===== src/rtl/cc_pkg.sv =====
// Shared types and constants for the CC serial sorter.
// Latency: n/a (declarations only).
// Backpressure: n/a.
package cc_pkg;

    typedef enum logic [1:0] {
        IDLE = 2'd0,
        LOAD = 2'd1,
        SORT = 2'd2,
        OUT  = 2'd3
    } state_t;

    // Operands per frame; the beat and phase counters span exactly 0..N-1.
    localparam int N     = 4;
    localparam int CNT_W = 2;

    // Bit positions inside the frame option word.
    localparam int OPT_DESC   = 0;
    localparam int OPT_SIGNED = 1;

endpackage


===== src/rtl/cc_cmp_swap.sv =====
// Compare-exchange of one operand pair; lo_pos feeds slot i, hi_pos feeds slot i+1.
// Latency: combinational.
// Backpressure: none.
// Ports: a/b operands in slot order, desc selects descending order,
//        sgn selects two's-complement compare, lo_pos/hi_pos ordered result.
module cc_cmp_swap #(
    parameter int DATA_W = 4
) (
    input  logic [DATA_W-1:0] a,
    input  logic [DATA_W-1:0] b,
    input  logic              desc,
    input  logic              sgn,
    output logic [DATA_W-1:0] lo_pos,
    output logic [DATA_W-1:0] hi_pos
);

    logic a_gt_b;
    logic a_lt_b;
    logic swap;

    always_comb begin
        if (sgn) begin
            a_gt_b = $signed(a) > $signed(b);
            a_lt_b = $signed(a) < $signed(b);
        end else begin
            a_gt_b = a > b;
            a_lt_b = a < b;
        end
        // Equal operands fail both strict compares, so they never swap.
        swap   = desc ? a_lt_b : a_gt_b;
        lo_pos = swap ? b : a;
        hi_pos = swap ? a : b;
    end

endmodule


===== src/rtl/cc_serial_sorter.sv =====
// Serial 4-operand sorter: load 4 beats, odd-even transposition sort, stream out.
// Latency: 4th beat accepted in T -> SORT T+1..T+4, out_valid T+5..T+8, ready again T+9.
// Backpressure: in_ready low during SORT and OUT; output side has no backpressure.
// Ports: clk/rst (sync, active-high), in_valid/in_data/opt beat input with
//        in_ready, out_valid/out_data sorted output stream (out_data is 0 when idle).
module cc_serial_sorter
    import cc_pkg::*;
#(
    parameter int DATA_W = 4
) (
    input  logic              clk,
    input  logic              rst,
    input  logic              in_valid,
    input  logic [DATA_W-1:0] in_data,
    input  logic [1:0]        opt,
    output logic              in_ready,
    output logic              out_valid,
    output logic [DATA_W-1:0] out_data
);

    state_t            state_q;
    state_t            state_d;
    logic [CNT_W-1:0]  beat_cnt;
    // Counts SORT phases, then is reused as the output index during OUT.
    logic [CNT_W-1:0]  phase_cnt;
    logic [DATA_W-1:0] buf_q [N];
    logic [1:0]        opt_q;
    logic              accept;

    logic [DATA_W-1:0] lo01, hi01, lo23, hi23, lo12, hi12;

    cc_cmp_swap #(.DATA_W(DATA_W)) u_cs01 (
        .a      (buf_q[0]),
        .b      (buf_q[1]),
        .desc   (opt_q[OPT_DESC]),
        .sgn    (opt_q[OPT_SIGNED]),
        .lo_pos (lo01),
        .hi_pos (hi01)
    );

    cc_cmp_swap #(.DATA_W(DATA_W)) u_cs23 (
        .a      (buf_q[2]),
        .b      (buf_q[3]),
        .desc   (opt_q[OPT_DESC]),
        .sgn    (opt_q[OPT_SIGNED]),
        .lo_pos (lo23),
        .hi_pos (hi23)
    );

    cc_cmp_swap #(.DATA_W(DATA_W)) u_cs12 (
        .a      (buf_q[1]),
        .b      (buf_q[2]),
        .desc   (opt_q[OPT_DESC]),
        .sgn    (opt_q[OPT_SIGNED]),
        .lo_pos (lo12),
        .hi_pos (hi12)
    );

    assign in_ready = (state_q == IDLE) || (state_q == LOAD);
    assign accept   = in_valid && in_ready;

    always_ff @(posedge clk) begin
        if (rst) begin
            state_q <= IDLE;
        end else begin
            state_q <= state_d;
        end
    end

    always_comb begin
        state_d = state_q;
        case (state_q)
            IDLE: if (accept) state_d = LOAD;
            LOAD: if (accept && (beat_cnt == CNT_W'(N - 1))) state_d = SORT;
            SORT: if (phase_cnt == CNT_W'(N - 1)) state_d = OUT;
            OUT:  if (phase_cnt == CNT_W'(N - 1)) state_d = IDLE;
            default: state_d = IDLE;
        endcase
    end

    always_ff @(posedge clk) begin
        if (rst) begin
            beat_cnt  <= '0;
            phase_cnt <= '0;
            opt_q     <= '0;
            for (int i = 0; i < N; i++) begin
                buf_q[i] <= '0;
            end
        end else begin
            case (state_q)
                IDLE, LOAD: begin
                    if (accept) begin
                        buf_q[beat_cnt] <= in_data;
                        // Counter wraps to 0 on the 4th beat, ready for the next frame.
                        beat_cnt        <= beat_cnt + CNT_W'(1);
                        if (state_q == IDLE) begin
                            opt_q <= opt;
                        end
                        if (beat_cnt == CNT_W'(N - 1)) begin
                            phase_cnt <= '0;
                        end
                    end
                end
                SORT: begin
                    // Even phases exchange (0,1),(2,3); odd phases exchange (1,2).
                    if (!phase_cnt[0]) begin
                        buf_q[0] <= lo01;
                        buf_q[1] <= hi01;
                        buf_q[2] <= lo23;
                        buf_q[3] <= hi23;
                    end else begin
                        buf_q[1] <= lo12;
                        buf_q[2] <= hi12;
                    end
                    // Wraps to 0 after phase 3 so OUT starts at index 0.
                    phase_cnt <= phase_cnt + CNT_W'(1);
                end
                OUT: begin
                    phase_cnt <= phase_cnt + CNT_W'(1);
                end
                default: begin
                    phase_cnt <= '0;
                end
            endcase
        end
    end

    assign out_valid = (state_q == OUT);
    assign out_data  = out_valid ? buf_q[phase_cnt] : '0;

endmodule


===== config.mk =====
export PLATFORM = sky130hd
export DESIGN_NAME = cc_serial_sorter
export DESIGN_NICKNAME = d
export VERILOG_FILES = /design/src/rtl/cc_pkg.sv /design/src/rtl/cc_cmp_swap.sv /design/src/rtl/cc_serial_sorter.sv
export SDC_FILE = /design/constraint.sdc
export NUM_CORES = 1
export LEC_CHECK = 0
export ABC_AREA = 1
export CAP_MARGIN = 10
export CORE_MARGIN = 5
export CORE_UTILIZATION = 49
export CTS_CLUSTER_SIZE = 10
export DETAILED_ROUTE_END_ITERATION = 6
export PLACE_DENSITY = 0.66
export SLEW_MARGIN = 20
export SYNTH_ARGS = -nofsm -noshare
export SYNTH_HDL_FRONTEND = slang
export SYNTH_HIERARCHICAL = 1
export SYNTH_SLANG_ARGS = --single-unit

===== constraint.sdc =====
create_clock -name clk -period 2 [get_ports clk]
set_input_delay 0.4 -clock clk [delete_from_list [all_inputs] [get_ports clk]]
set_output_delay 0.4 -clock clk [all_outputs]
set_load 0.03 [all_outputs]

Word level (Yosys, flattened, before mapping)
Memories as Yosys holds them, arrays and structs flattened. A register that Yosys moved wholly into a read port is not among the register bits. Cells that the tools add are included.

Register bits: 8. Bits in writable memories: 16. Bits of input ports: 9. Output and inout port bits: 6. Word-level logic and storage cells: 96. Memories: 1.

Memories: buf_q (words 4, bits a word 4, rd ports 5, clocked after Yosys merged registers in 1, wr ports 4, line cc_serial_sorter.sv:26) `logic [DATA_W-1:0] buf_q [N];`.

Add/subtract/negate cells: 2. $lt $le $gt $ge: 12. Equal/unequal tests: 11. Muxes and demuxes: 49. Bitwise logic cells: 6. Reduce and logical (&&, ||, !) cells: 11.

Operators with widths (number): $mux W4 (14); $gt A4 B4 Y1 (6); $lt A4 B4 Y1 (6); $mux W1 (24); $mux W2 (9); $eq A2 B2 Y1 const B (4); $ne A2 B2 Y1 const B (4); $pmux W2 S4 (1); $or A1 B1 Y1 (6); $add A2 B1 Y2 const B (2); $ne A2 B1 Y1 const B (2); $pmux W2 S2 (1); $reduce_and A2 Y1 (2); $reduce_and A4 Y1 (1); $reduce_or A2 Y1 (2); $reduce_or A4 Y1 (1); $reduce_and A3 Y1 (1); $eq A2 B1 Y1 const B (1); $logic_and A1 B1 Y1 (2); $logic_not A2 Y1 (1); $logic_or A1 B1 Y1 (1).

Logic depth before layout (Yosys ltp)
Gate-level depths: netlist (run 1).

Depth after elaboration: 9. Depth in mapped cells: 16. Depth with buffers taken out: 16.

Modules after synthesis
The synthesis (run 1) kept the hierarchy.

By module, submodules not included: cc_serial_sorter (times used 1, cells each 212, area each 1609.0 um^2); cc_cmp_swap (times used 3, cells each 54, area each 294.0 um^2).

Worst setup path after synthesis (run 1)
Ideal clock, no wire load.

Path type: flip-flop to flip-flop. From: memory buf_q[1][3]. To: memory buf_q[2][1] (data pin). Library setup time: 252 ps. Arrival: 1597 ps. Path slack: 151 ps. Cell stages (with the launch flop): 14. Path buffers: 0. Period minus slack after synthesis: 1849 ps. Path through: edfxtp_1 -> ha_1 -> nor2_2 -> nor2_2 -> nand2_2 -> nand2_2 -> nand2_4 -> nand2_4 -> nand2_1 -> nand2_1 -> nand2_1 -> nand2_1 -> nand2_1 -> nand2_1.

RTL lines (line): start, declared (cc_serial_sorter.sv:26).

==> results of run 1 <==
[synth_stat cells]
library cell / instances
nand2_1: 144
inv_1: 45
nand3_1: 27
nor2_1: 24
ha_1: 21
edfxtp_1: 16
o21ai_0: 16
o21ai_1: 12
dfxtp_1: 10
a21oi_1: 9
nand2_2: 9
inv_2: 8
nor2_2: 7
nand2_4: 6
nor2_8: 4
clkinv_1: 3
nand3_4: 3
o21ai_2: 3
buf_2: 2
nand4_1: 2
buf_4: 1
nand2_8: 1
nand3_2: 1
[power by group through the flow]
| stage | sequential [W] | combinational (W) | clock [W] |
|---|---|---|---|
| 2_1_floorplan | 0.000936 | 0.00202 | 0 |
| 3_3_place_gp | 0.00103 | 0.00252 | 0 |
| 3_5_place_dp | 0.00103 | 0.00256 | 0 |
| 4_1_cts | 0.00102 | 0.00268 | 0.000356 |
| 5_1_grt | 0.00106 | 0.00318 | 0.000379 |
| 6_report | 0.00103 | 0.00283 | 0.000350 |
[cell families (layout without fill, tap and decap cells)]
kind of cell               after synthesis  after routing  synth area share (%)
and+or+nand+nor                        228            230                 44.50
buffers and inverters                   59             97                 9.141
AOI/OAI and AO/OA                       40             40                 8.488
adders and majority gates               21             21                 10.55
DFF                                     26             26                 27.32
[critical path, stage by stage, from the launching register on]
cell and delay (ns):
edfxtp_1 0.43, buf_4 0.17, ha_4 0.25, nor2_2 0.15, nor2_2 0.07, nand2_4 0.10, nand2_4 0.08, nand2_4 0.10
nand2_4 0.08, nand2_1 0.07, nand2_1 0.05, nand2_1 0.06, nand2_1 0.07, nand2_1 0.06, nand2_1 0.06
[routing by layer]
metal / up-vias / GRT usage (%) / part of all wire [%]
li1: 1259 / - / -
met1: 1012 / 26.31 / 49
met2: 51 / 32.98 / 47
met3: 4 / 1.996 / 3.7
met4: 0 / 3.716 / 0.63
met5: - / 0 / 0
[layout make-up]
cell class              count  share of cell area (%)
flip-flops and latches     26                   22.76
repair buffers             37                   10.15
clock buffers               4                   1.837
multi-input cells         291                   55.28
well taps                  70                   2.923
inverters                  56                   7.056
[worst paths after layout]
kind	slack, ns	end	depth (start not counted)
setup / recovery	-0.02	buf_q[1][3]$_DFFE_PP_	14
setup reg to reg	-0.02	buf_q[1][3]$_DFFE_PP_	14
hold reg to reg	0.51	beat_cnt[0]$_SDFFE_PP0P_	1
hold / removal	0.51	beat_cnt[0]$_SDFFE_PP0P_	1
[sequential cells by signal, indices dropped and copies added, names as in the netlist, named ones only]
signal,flops
buf_q,16
beat_cnt,2
opt_q,2
state_q,2
phase_cnt,2
[what timing repair did]
item,in CTS,in global routing
gates cloned,1,1
setup buffers,4,6
gates resized for setup,15,11
hold endpoints to repair,0,0
endpoints found under the setup margin,13,21
pin swaps,4,4
[through the flow]
step / setup slack [ns] / instances / instance area [um^2] / utilization [%] / setup TNS (ns)
finish: -0.01922 / 484 / 2997 / 59.82 / -0.04854
global route: -0.1753 / 484 / 2997 / 59.82 / -1.391
CTS: -0.01696 / 477 / 2929 / 58.47 / -0.01819
detailed placement: -0.03314 / 468 / 2811 / 56.12 / -0.07391
global placement: 0.009442 / 468 / 2811 / 56.12 / 0
floorplan: 0.1505 / 374 / 2491 / - / 0
==> impl_metrics.toml, run 1 <==
[timing]
tightest_slew_ns = 0.3256
setup_ws_ns = -0.01922
setup_viol = 5
max_freq_mhz = 495.2
final-hold-violation-count = 0
maxSlewViolCount = 0
slew_headroom_pct = 78.30
hold_slack_ns = 0.5102
grt_setup_unrepaired = "yes"
final.setup_skew_ns = 0.003515
period_share_pct = 101.0
fin_crit_ns = 2.019

[floorplanning]
die_area_um2 = 6610
fp.dieW_um = 81.30
num_io_pins = 15
row_count = 26
core-area_um2 = 5010
start_util_pct = 49.73
die_h_um = 81.30

[finish]
final_common_cell = "nand2_1"
nFillCells = 528
ff_latch_area_um2 = 681.9
antenna_cells = 0
drive_gt1_share_pct = 20.29
layout.nets = 445
syn2layout_area_growth_pct = 20.29
multi_input_area_um2 = 1657
most-common-layout-cells = "nand2_1 (140), inv_1 (45), nand3_1 (27), nor2_1 (24), buf_4 (22)"

[grt]
grt_pass1_wl_um = 10020
grt.total_usage_pct = 19.30
grt_overflow = 0
antenna_found_initial = 0
grt_max_degree = 15
grt_pass1_vias = 2178

[synth]
yosysWarnings = 6
syn_inst = 374
synth_cell_types = 23
yosys-top-cells-area = "nand2_1 (22%), edfxtp_1 (19%), ha_1 (11%)"
synth_nets = 404
synth_top_cell_by_area = "nand2_1"
ys_seq_area_share_pct = 27.32
ys_ff_latch = 26
netlist.area_leader.share_pct = 21.70
syn_avg_cell_area_um2 = 6.661
syn_area_um2 = 2491

[power_and_ir_drop]
combPwrFrac_pct = 67.3
internal_power_w = 0.002033
netSwitchingPower_w = 0.002178
leakage_nw = 1.529
p_sw_share_pct = 51.72
ir_drop_mv = 0.9385
power_frac_clock_pct = 8.3
power_density_nw_per_um2 = 1405
power_frac_seq_pct = 24.4
p_total_w = 0.004210

[setup_path]
cp_max_fo = 8
cp-start-kind = "flop"
cp.required_ns = 2.03
reg2reg_from = "buf_q[1][3]$_DFFE_PP_"
crit_start = "buf_q[1][3]$_DFFE_PP_"
arrival_ns = 2.05
worstSetupEndpointType = "flop"
crit_type = "reg2reg"

[drt]
dr.pass1.iters = 4
detail-route-antenna-nets = 0
viasPerCell = 4.806
drcViolationCount = 0
drt_wl_total_um = 6027
num_vias = 2326
first_iter_violations = 136
wl_per_cell_um = 12.45

[cts]
clk_pin_slew_ns = 0.09
cts.path.max_buffers = 2
cts_buffers = 3
cts_tree = "built"
htree_levels = 1
clk_latency_ns = 0.27
postCtsHoldBufs = 0
cts.sinks = 26
root_buffer = "clkbuf_8"

[place]
place_hpwl_um = 4614
port_buffers = 14
gp_congestion = 0.8334

[worst_hold_path]
min-delay-start = "beat_cnt[0]$_SDFFE_PP0P_"
hp-class = "reg2reg"

[status]
violations = "negative setup slack"
outcome = "complete, but fails checks"

[job]
maxCapViolCount = 0
Note: power is estimated with default switching activity, not from simulation.
==> run 2: changes to the inputs <==
--- a/config.mk
+++ b/config.mk
@@ -5,13 +5,13 @@
 export SDC_FILE = /design/constraint.sdc
 export NUM_CORES = 1
 export LEC_CHECK = 0
-export ABC_AREA = 1
 export CAP_MARGIN = 10
-export CORE_MARGIN = 5
+export CORE_MARGIN = 1.5
 export CORE_UTILIZATION = 49
+export CTS_BUF_LIST = sky130_fd_sc_hd__clkbuf_4 sky130_fd_sc_hd__clkbuf_8 sky130_fd_sc_hd__clkbuf_16
 export CTS_CLUSTER_SIZE = 10
 export DETAILED_ROUTE_END_ITERATION = 6
-export PLACE_DENSITY = 0.66
+export PLACE_DENSITY = 0.67
 export SLEW_MARGIN = 20
 export SYNTH_ARGS = -nofsm -noshare
 export SYNTH_HDL_FRONTEND = slang
==> impl_metrics.toml, run 2 <==
[power_and_ir_drop]
ir_drop_mv = 0.6298
leakage_nw = 1.396
power_density_nw_per_um2 = 1330

[drt]
detail-route-antenna-nets = 0
dr.pass1.iters = 4
drcViolationCount = 0
viasPerCell = 5.435
first_iter_violations = 64
drt_wl_total_um = 5513
num_vias = 1799
wl_per_cell_um = 16.66

[setup_path]
crit_type = "reg2reg"
arrival_ns = 2.90
crit_chain = "ha_4 > nor2b_4 > o211ai_1 > a31o_1 > mux4_2 > mux2_4 > mux2_4 > nand2_1 > mux2i_1"
cp_common_cell = "mux2_4"
cp-start-kind = "flop"
worstSetupEndpointType = "flop"
cp.required_ns = 2.04
reg2reg_depth = 9
cp_max_fo = 8
max_stage_delay_ns = 0.62
slowest_stage = "mux4_2"

[synth]
yosysWarnings = 6
synth_enable_flop_cells = 16
syn_avg_cell_area_um2 = 10.78
netlist.area_leader.share_pct = 20.07
synthArstFlopShare_pct = 0
synth_top_cell_by_area = "edfxtp_1"
synth_cell_types = 37
synth.top_cells.by_count = "nand2_1 (26), mux2_4 (24), inv_1 (22)"
syn_area_um2 = 2394
ys_ff_latch = 26
yosys-top-cells-area = "edfxtp_1 (20%), mux2_4 (15%), ha_1 (11%)"
syn_inst = 222
synth_nets = 252
synth-main-ff-cell = "edfxtp_1"
yosysMostFrequentCell = "nand2_1"
ys_seq_area_share_pct = 28.44

[timing]
setup_viol = 20
setup_ws_ns = -0.8630
period_share_pct = 143.2
fin_crit_ns = 2.863
hold_slack_ns = 0.4866
slew_headroom_pct = 74.38
maxSlewViolCount = 0
final-hold-violation-count = 0
tightest_slew_ns = 0.3809
grt_setup_unrepaired = "yes"
max_freq_mhz = 349.3
finalSetupTns_ns = -12.97
final.setup_skew_ns = 0.005302

[finish]
drive_gt1_share_pct = 42.05
largest-register = "buf_q"
antenna_cells = 0
final_common_cell = "mux2_4"
most-common-layout-cells = "mux2_4 (32), buf_4 (26), nand2_1 (25), inv_1 (19)"
nFillCells = 382
layout.nets = 295
largest_reg_flops = 16
syn2layout_area_growth_pct = 26.92

[cts]
root_buffer = "clkbuf_8"
cts.path.max_buffers = 2
cts_tree = "built"
clk_latency_ns = 0.28
cts_buffers = 3
htree_levels = 1
clk_pin_slew_ns = 0.09
postCtsHoldBufs = 0
cts.sinks = 26

[floorplanning]
die_h_um = 72.89
fp.dieW_um = 72.89
row_count = 25
start_util_pct = 50.68
num_io_pins = 15
die_area_um2 = 5313
core-area_um2 = 4723

[status]
violations = "negative setup slack"
outcome = "complete, but fails checks"

[place]
gp_congestion = 0.8013
place_hpwl_um = 4306
port_buffers = 14

[job]
maxCapViolCount = 0

[grt]
grt.total_usage_pct = 23.50
grt_overflow = 0
grt_max_degree = 17
grt_pass1_vias = 1855
antenna_found_initial = 0
grt_pass1_wl_um = 9225

[worst_hold_path]
hp-class = "reg2reg"
hold_depth = 2
run 2: changes by cell type after synthesis, moves of 9 or more:
cell | previous run | this run
o21ai_1 | 12 | 0
mux2_4 | 0 | 24
nand2_1 | 144 | 26
mux2i_1 | 0 | 16
nor2_1 | 24 | 3
inv_1 | 45 | 22
nand2_2 | 9 | 0
nand3_1 | 27 | 10
o21ai_0 | 16 | 1
run 2: metal layers:
| layer | track usage [%] | up-vias | share of wire (%) |
|---|---|---|---|
| met5 | 0 | - | 0 |
| li1 | - | 883 | - |
| met1 | 30.16 | 881 | 44 |
| met3 | 2.624 | 10 | 2.5 |
| met4 | 9.644 | 0 | 2.5 |
| met2 | 40.27 | 25 | 51 |
run 2: timing repair:
item / 4_1_cts / 5_1_grt
setup endpoints to repair: 21 / 21
setup buffers: 10 / 4
pin swaps: 2 / 2
gates resized for setup: 42 / 11
run 2: cells by family after synthesis:
logic type / synth area share (%)
flip-flops: 28.44
multiplexers: 32.10
AO/OA/AOI/OAI: 6.012
AND/OR/NAND/NOR: 15.32
buffers and inverters: 6.795
XOR/XNOR: 0.3660
adder cells (fa/ha/maj): 10.98
run 2: path summary, 6_finish.rpt:
| kind | slack, ns | from | to |
|---|---|---|---|
| worst max-delay path | -0.86 | buf_q[1][1]$_DFFE_PP_ | buf_q[1][2]$_DFFE_PP_ |
| worst min-delay path | 0.49 | phase_cnt[1]$_SDFFE_PP0P_ | phase_cnt[1]$_SDFFE_PP0P_ |
| worst max register to register | -0.86 | buf_q[1][1]$_DFFE_PP_ | buf_q[1][2]$_DFFE_PP_ |
| worst min register to register | 0.49 | phase_cnt[1]$_SDFFE_PP0P_ | phase_cnt[1]$_SDFFE_PP0P_ |
run 2: critical path: cells and delay by family (launching register included):
family | cells | cell delay, ns
compound gates | 2 | 0.30
fa+ha+maj | 1 | 0.32
mux | 4 | 1.28
simple gates | 2 | 0.20
flops | 1 | 0.51
run 2: area by class of cell:
cell class	instances	area [um^2]	share of cell area (%)
Inverter	22	82.58	2.718
Multi-Input combinational cell	164	1695	55.81
Tap cell	67	83.83	2.759
Sequential cell	26	681.9	22.45
Timing Repair Buffer	48	439.2	14.46
Clock buffer	4	55.05	1.812
run 2: per-stage QoR:
stage	util [%]	cell area (um^2)	setup slack [ns]	power, W	cells
3_3_place_gp	60.58	2861	-0.8022	0.003440	324
3_5_place_dp	60.58	2861	-0.8250	0.003475	324
6_report	64.32	3038	-0.8630	0.004039	331
2_1_floorplan	-	2475	-0.6618	0.002915	222
5_1_grt	64.32	3038	-0.9431	0.004315	331
4_1_cts	63.23	2987	-0.8167	0.003959	331
run 2: report_power, final:
| part | internal, W | switching (W) | total [W] |
|---|---|---|---|
| logic | 0.00168 | 0.00115 | 0.00282 |
| clock network | 0.000177 | 0.000175 | 0.000351 |
| registers | 0.000730 | 0.000133 | 0.000863 |
| total | 0.00259 | 0.00145 | 0.00404 |
==> run 3: changes to the inputs <==
--- a/config.mk
+++ b/config.mk
@@ -5,13 +5,14 @@
 export SDC_FILE = /design/constraint.sdc
 export NUM_CORES = 1
 export LEC_CHECK = 0
+export ABC_AREA = 1
 export CAP_MARGIN = 10
 export CORE_MARGIN = 1.5
 export CORE_UTILIZATION = 49
 export CTS_BUF_LIST = sky130_fd_sc_hd__clkbuf_4 sky130_fd_sc_hd__clkbuf_8 sky130_fd_sc_hd__clkbuf_16
 export CTS_CLUSTER_SIZE = 10
 export DETAILED_ROUTE_END_ITERATION = 6
-export PLACE_DENSITY = 0.67
+export PLACE_DENSITY = 0.66
 export SLEW_MARGIN = 20
 export SYNTH_ARGS = -nofsm -noshare
 export SYNTH_HDL_FRONTEND = slang
==> impl_metrics.toml, run 3 (synthesis results as in run 1) <==
[timing]
maxSlewViolCount = 0
final-hold-violation-count = 0
max_freq_mhz = 490.3
fin_crit_ns = 2.040
setup_viol = 3
setup_ws_ns = -0.03958
grt_setup_unrepaired = "yes"
period_share_pct = 102.0
tightest_slew_ns = 0.4133
final.setup_skew_ns = 0.002398
finalSetupTns_ns = -0.06628
slew_headroom_pct = 72.26

[place]
port_buffers = 14
placed_cells = 471
gp_congestion = 0.9111
place_hpwl_um = 4670
pre_cts_slack_ns = -0.02119

[drt]
detail-route-antenna-nets = 0
first_iter_violations = 203
wl_per_cell_um = 13.03
drt_wl_total_um = 6412
viasPerCell = 4.961
drcViolationCount = 0
num_vias = 2441
dr.pass1.iters = 5

[setup_path]
crit_type = "reg2reg"
cp_max_fo = 8
cp_common_cell = "nand2_1"
cp-start-kind = "flop"
regToRegSetupSlack_ns = -0.04
max_stage_delay_ns = 0.45
slowest_stage = "edfxtp_1"
r2r_end = "buf_q[2][3]$_DFFE_PP_"
critical_path_depth = 15
cp.required_ns = 2.04
reg2reg_depth = 15
reg2reg_from = "buf_q[2][3]$_DFFE_PP_"
crit_chain = "buf_6 > ha_4 > nand2_2 > nand2_2 > nor2_2 > nand2_2 > nand2_4 > nand2_4 > nand2_4 > nand2_2 > nand2_1 > nand2_1 > nand2_1 > nand2_1 > nand2_1"
arrival_ns = 2.08
worstSetupEndpointType = "flop"
critical_path.top_delay_family = "simple AND/OR/NAND/NOR gates"
worstSetupEndpoint = "buf_q[2][3]$_DFFE_PP_"
crit_buf_inv = 1
crit_start = "buf_q[2][3]$_DFFE_PP_"

[power_and_ir_drop]
internal_power_w = 0.002215
power_frac_seq_pct = 21.8
leakage_nw = 1.608
power_density_nw_per_um2 = 1446
power_frac_clock_pct = 7.6
ir_drop_mv = 1.153
combPwrFrac_pct = 70.5
netSwitchingPower_w = 0.002407
p_sw_share_pct = 52.07

[cts]
cts.sinks = 26
clk_pin_slew_ns = 0.09
clk_latency_ns = 0.27
htree_levels = 1
cts_tree = "built"
postCtsHoldBufs = 0
cts.path.max_buffers = 2
root_buffer = "clkbuf_8"
cts_buffers = 3

[floorplanning]
die_area_um2 = 5520
row_count = 25
die_h_um = 74.30
fp.dieW_um = 74.30
num_io_pins = 15
start_util_pct = 51.71
core-area_um2 = 4817

[grt]
antenna_found_initial = 0
grt_pass1_wl_um = 9597
grt_pass1_vias = 2136
grt.total_usage_pct = 22.64
grt_overflow = 0
grt_max_degree = 15

[finish]
nFillCells = 462
layout.nets = 456
final_common_cell = "nand2_1"
antenna_cells = 0
drive_gt1_share_pct = 26.82
largest_reg_flops = 16
most-common-layout-cells = "nand2_1 (128), inv_1 (42), buf_4 (30), nand3_1 (26), nor2_1 (24)"
final_core_util_pct = 66.34
instances_no_fill = 492
syn2layout_area_growth_pct = 28.28
largest-register = "buf_q"

[status]
outcome = "complete, but fails checks"
violations = "negative setup slack"

[job]
maxCapViolCount = 0

[worst_hold_path]
hp-class = "reg2reg"
run 3: per-stage QoR:
| step | power [W] | hold WS [ns] | area (um^2) |
|---|---|---|---|
| 4_1_cts | 0.004013 | 0.5215 | 2944 |
| 3_5_place_dp | 0.003619 | 0.4976 | 2850 |
| 2_1_floorplan | 0.002960 | 0.4626 | 2491 |
| 5_1_grt | 0.005022 | 0.5410 | 3196 |
| 3_3_place_gp | 0.003582 | 0.4868 | 2850 |
| 6_report | 0.004622 | 0.5232 | 3196 |
run 3: repair_timing:
item | in CTS | in global routing
buffers inserted | 4 | 9
hold endpoints to repair | 0 | 0
resized for setup | 8 | 45
endpoints found under the setup margin | 7 | 18
cloned | 0 | 4
pin swaps | 0 | 26
run 3: power by group through the flow:
stage	logic (W)	clock network [W]	registers, W
final	0.00326	0.000353	0.00101
after global routing	0.00361	0.000379	0.00104
after CTS	0.00266	0.000361	0.000989
after detailed placement	0.00262	0	0.00100
after global placement	0.00258	0	0.00100
after floorplan	0.00202	0	0.000936
run 3: worst register-to-register path: cells and delay by family, from the launching register on:
| family | cells | cell delay (ns) |
|---|---|---|
| AND/OR/NAND/NOR | 13 | 0.91 |
| adder cells (fa/ha/maj) | 1 | 0.28 |
| flip-flops | 1 | 0.45 |
| buffers and inverters | 1 | 0.15 |
run 3: area by class of cell:
class                   count  area (um^2)  share of cell area [%]
inverters                  56        210.2                   6.578
clock buffers               4        55.05                   1.723
well taps                  67        83.83                   2.623
repair buffers             46        380.4                   11.90
flip-flops and latches     26        681.9                   21.34
multi-input cells         293         1784                   55.83
run 3: worst min-delay path by stage:
stage | end | start | slack, ns | depth (start not counted)
after global placement | beat_cnt[0]$_SDFFE_PP0P_ | beat_cnt[0]$_SDFFE_PP0P_ | 0.49 | 1
after global routing | beat_cnt[0]$_SDFFE_PP0P_ | beat_cnt[0]$_SDFFE_PP0P_ | 0.54 | 1
final | beat_cnt[0]$_SDFFE_PP0P_ | beat_cnt[0]$_SDFFE_PP0P_ | 0.52 | 1
after CTS | beat_cnt[0]$_SDFFE_PP0P_ | beat_cnt[0]$_SDFFE_PP0P_ | 0.52 | 1
after detailed placement | beat_cnt[0]$_SDFFE_PP0P_ | beat_cnt[0]$_SDFFE_PP0P_ | 0.50 | 1
after floorplan | beat_cnt[0]$_SDFFE_PP0P_ | beat_cnt[0]$_SDFFE_PP0P_ | 0.46 | 1
run 3: layer usage:
metal  share of wire [%]  vias up  track usage (%)
met1                  49     1084            31.66
li1                    -     1289                -
met4                 2.2        0            6.465
met2                  45       56            37.40
met3                 3.2       12            2.033
met5                   0        -                0
==> RTL change (flow settings as in run 1) <==
The 4 states of `state_t` get a one-hot encoding in 4 bits.
--- a/src/rtl/cc_pkg.sv
+++ b/src/rtl/cc_pkg.sv
@@ -3,11 +3,11 @@
 // Backpressure: n/a.
 package cc_pkg;
 
-    typedef enum logic [1:0] {
-        IDLE = 2'd0,
-        LOAD = 2'd1,
-        SORT = 2'd2,
-        OUT  = 2'd3
+    typedef enum logic [3:0] {
+        IDLE = 4'b0001,
+        LOAD = 4'b0010,
+        SORT = 4'b0100,
+        OUT  = 4'b1000
     } state_t;
 
     // Operands per frame; the beat and phase counters span exactly 0..N-1.
Formal check against the unedited RTL: no difference found for any inputs over 10 cycles, from zero or initial values and one cycle with rst high; not proved beyond that.
==> RTL change against run 1 <==
The run still ends with setup timing left; total power decreased by 12%; first-iteration DRC count increased by 56%; core utilization increased by 5.3 points; count of clock-buffer cells in the layout unchanged; sequential cell count increased by 2; fmax decreased by 2.8%; synthesized area increased by 1.4%; design area increased by 9.5%; routed wire length increased by 15%; worst setup slack got worse by 58 ps.
==> RTL change: results (changes against run 1) <==
[metrics] Data arrival, critical path: 2120 ps (was 2050 ps)
[metrics] sequential element share of the synthesized area: 28.54% (was 27.32%)
[metrics] largest registers ranked by flip-flop count: buf_q x16, state_q x4
[metrics] vias in the first global route: 2208 (was 2178)
[metrics] synth unique cells: 24 (was 23)
[metrics] clock transition time at the flip-flop clock pins of the worst setup and hold paths: 90 ps (about the same)
[metrics] overall global routing resource usage: 19.60% (was 19.30%)
[metrics] cell count after synthesis: 364 (was 374)
[metrics] detailed-route vias per instance: 5.236 (was 4.806)
[metrics] placed wire-length estimate: 5.041 mm (was 4.614 mm)
[metrics] area after detailed placement: 2929 sq um (was 2811 sq um)
[metrics] post-placement setup slack: -22.42 ps (was -33.14 ps)
[metrics] post-synthesis net count: 390 (was 404)
[metrics] leakage power: 1.506 nW (was 1.529 nW)
[metrics] Final Net Count: 448 (was 445)
[metrics] initial detailed-routing violation count: 212 (was 136)
[metrics] worst setup skew after layout: 1.503 ps (was 3.515 ps)
[metrics] final weighted congestion in routability-driven placement: 0.8706 (was 0.8334)
[metrics] Worst path max stage delay: 510 ps (was 430 ps)
[metrics] Async S/R FF share, synth: 0% (unchanged)
[metrics] worst setup margin: -77.09 ps (was -19.22 ps)
[metrics] TritonCTS Buffers: 3 (unchanged)
[metrics] largest cells by area after synthesis: sky130_fd_sc_hd__edfxtp_1, sky130_fd_sc_hd__nand2_1, sky130_fd_sc_hd__dfxtp_1, sky130_fd_sc_hd__nand3_1, sky130_fd_sc_hd__ha_1 (was sky130_fd_sc_hd__nand2_1, sky130_fd_sc_hd__edfxtp_1, sky130_fd_sc_hd__ha_1, sky130_fd_sc_hd__dfxtp_1, sky130_fd_sc_hd__inv_1)
[metrics] number of placed instances, taps included: 472 (was 468)
[metrics] top cell types by occurrence after synthesis: sky130_fd_sc_hd__nand2_1, sky130_fd_sc_hd__inv_1, sky130_fd_sc_hd__nand3_1 (unchanged)
[metrics] Detailed Routing Iterations Pass 1: 5 (was 4)
[metrics] final setup fails: 8 (was 5)
[metrics] final wirelength: 6.942 mm (was 6.027 mm)
[metrics] wire length of the first global-routing pass: 10.06 mm (was 10.02 mm)
[metrics] Slowest-stage cell, CP: sky130_fd_sc_hd__edfxtp_1 (unchanged)
[metrics] status: finished, violations left (unchanged)
[metrics] fraction of final layout cells sized beyond drive strength 1: 30.88% (was 20.29%)
[metrics] fin cells: 491 (was 484)
[metrics] number of filler cells placed in the layout: 447 (was 528)
[metrics] tightest slew margin relative to the limit: 78.51% (was 78.30%)
[metrics] VDD IR-drop max: 0.7644 mV (was 0.9385 mV)
[metrics] largest net degree at the start of global routing: 16 (was 15)
[metrics] violated checks: setup timing (unchanged)
==> RTL change: cell type report <==
class | instances | area, sq um | share of cell area [%]
Timing Repair Buffer | 56 | 457.9 | 13.95
Sequential cell | 28 | 723.2 | 22.04
Clock buffer | 4 | 55.05 | 1.677
Inverter | 61 | 229.0 | 6.977
Tap cell | 70 | 87.58 | 2.669
Multi-Input combinational cell | 272 | 1729 | 52.69
==> RTL change: final timing paths <==
kind / depth (start not counted) / start / slack (ps) / endpoint
worst min-delay path: 2 / beat_cnt[1] / 510 / beat_cnt[1]
worst max register to register: 13 / buf_q[1][3] / -80 / buf_q[1][3]
worst min register to register: 2 / beat_cnt[1] / 510 / beat_cnt[1]
worst max-delay path: 13 / buf_q[1][3] / -80 / buf_q[1][3]
==> RTL change: cell families after synthesis <==
group	after synthesis	synth area share, %
flip-flops	28	28.54
AO/OA/AOI/OAI	49	11.10
adder cells (fa/ha/maj)	17	8.424
buffers and inverters	67	11.00
AND/OR/NAND/NOR	203	40.93
==> RTL change: where the power goes <==
part | leakage, nW | total, mW | switching [mW] | internal, mW
clock | 0.0288 | 0.359 | 0.182 | 0.177
combinational | 1.21 | 2.42 | 1.50 | 0.927
sequential | 0.265 | 0.923 | 0.165 | 0.757
total | 1.51 | 3.70 | 1.84 | 1.86
==> RTL change: tightest hold or removal path: cells and delay by family, from the launching register on <==
| family | cells | cell delay, ps |
|---|---|---|
| AOI/OAI and AO/OA | 1 | 50 |
| and+or+nand+nor | 1 | 70 |
| DFF | 1 | 350 |
==> RTL change: stage by stage <==
step	TNS (ps)	total power, mW
3_5_place_dp	-42.12	2.915
2_1_floorplan	0	2.431
5_1_grt	-1239	3.983
4_1_cts	-54.05	3.282
3_3_place_gp	0	2.878
6_report	-446.7	3.705
==> RTL change: repair_timing <==
action	CTS	global route
pin swaps	0	21
gates cloned	0	3
setup buffers	2	10
gates resized for setup	1	44
setup endpoints to repair	8	15
==> RTL change: metal layers <==
| layer | share of wire, % | GRT usage [%] | vias to the layer above |
|---|---|---|---|
| met5 | 0 | 0 | - |
| met4 | 2.9 | 7.641 | 0 |
| met3 | 5.1 | 1.754 | 22 |
| met2 | 49 | 33.04 | 94 |
| met1 | 43 | 25.79 | 1166 |
| li1 | - | - | 1289 |
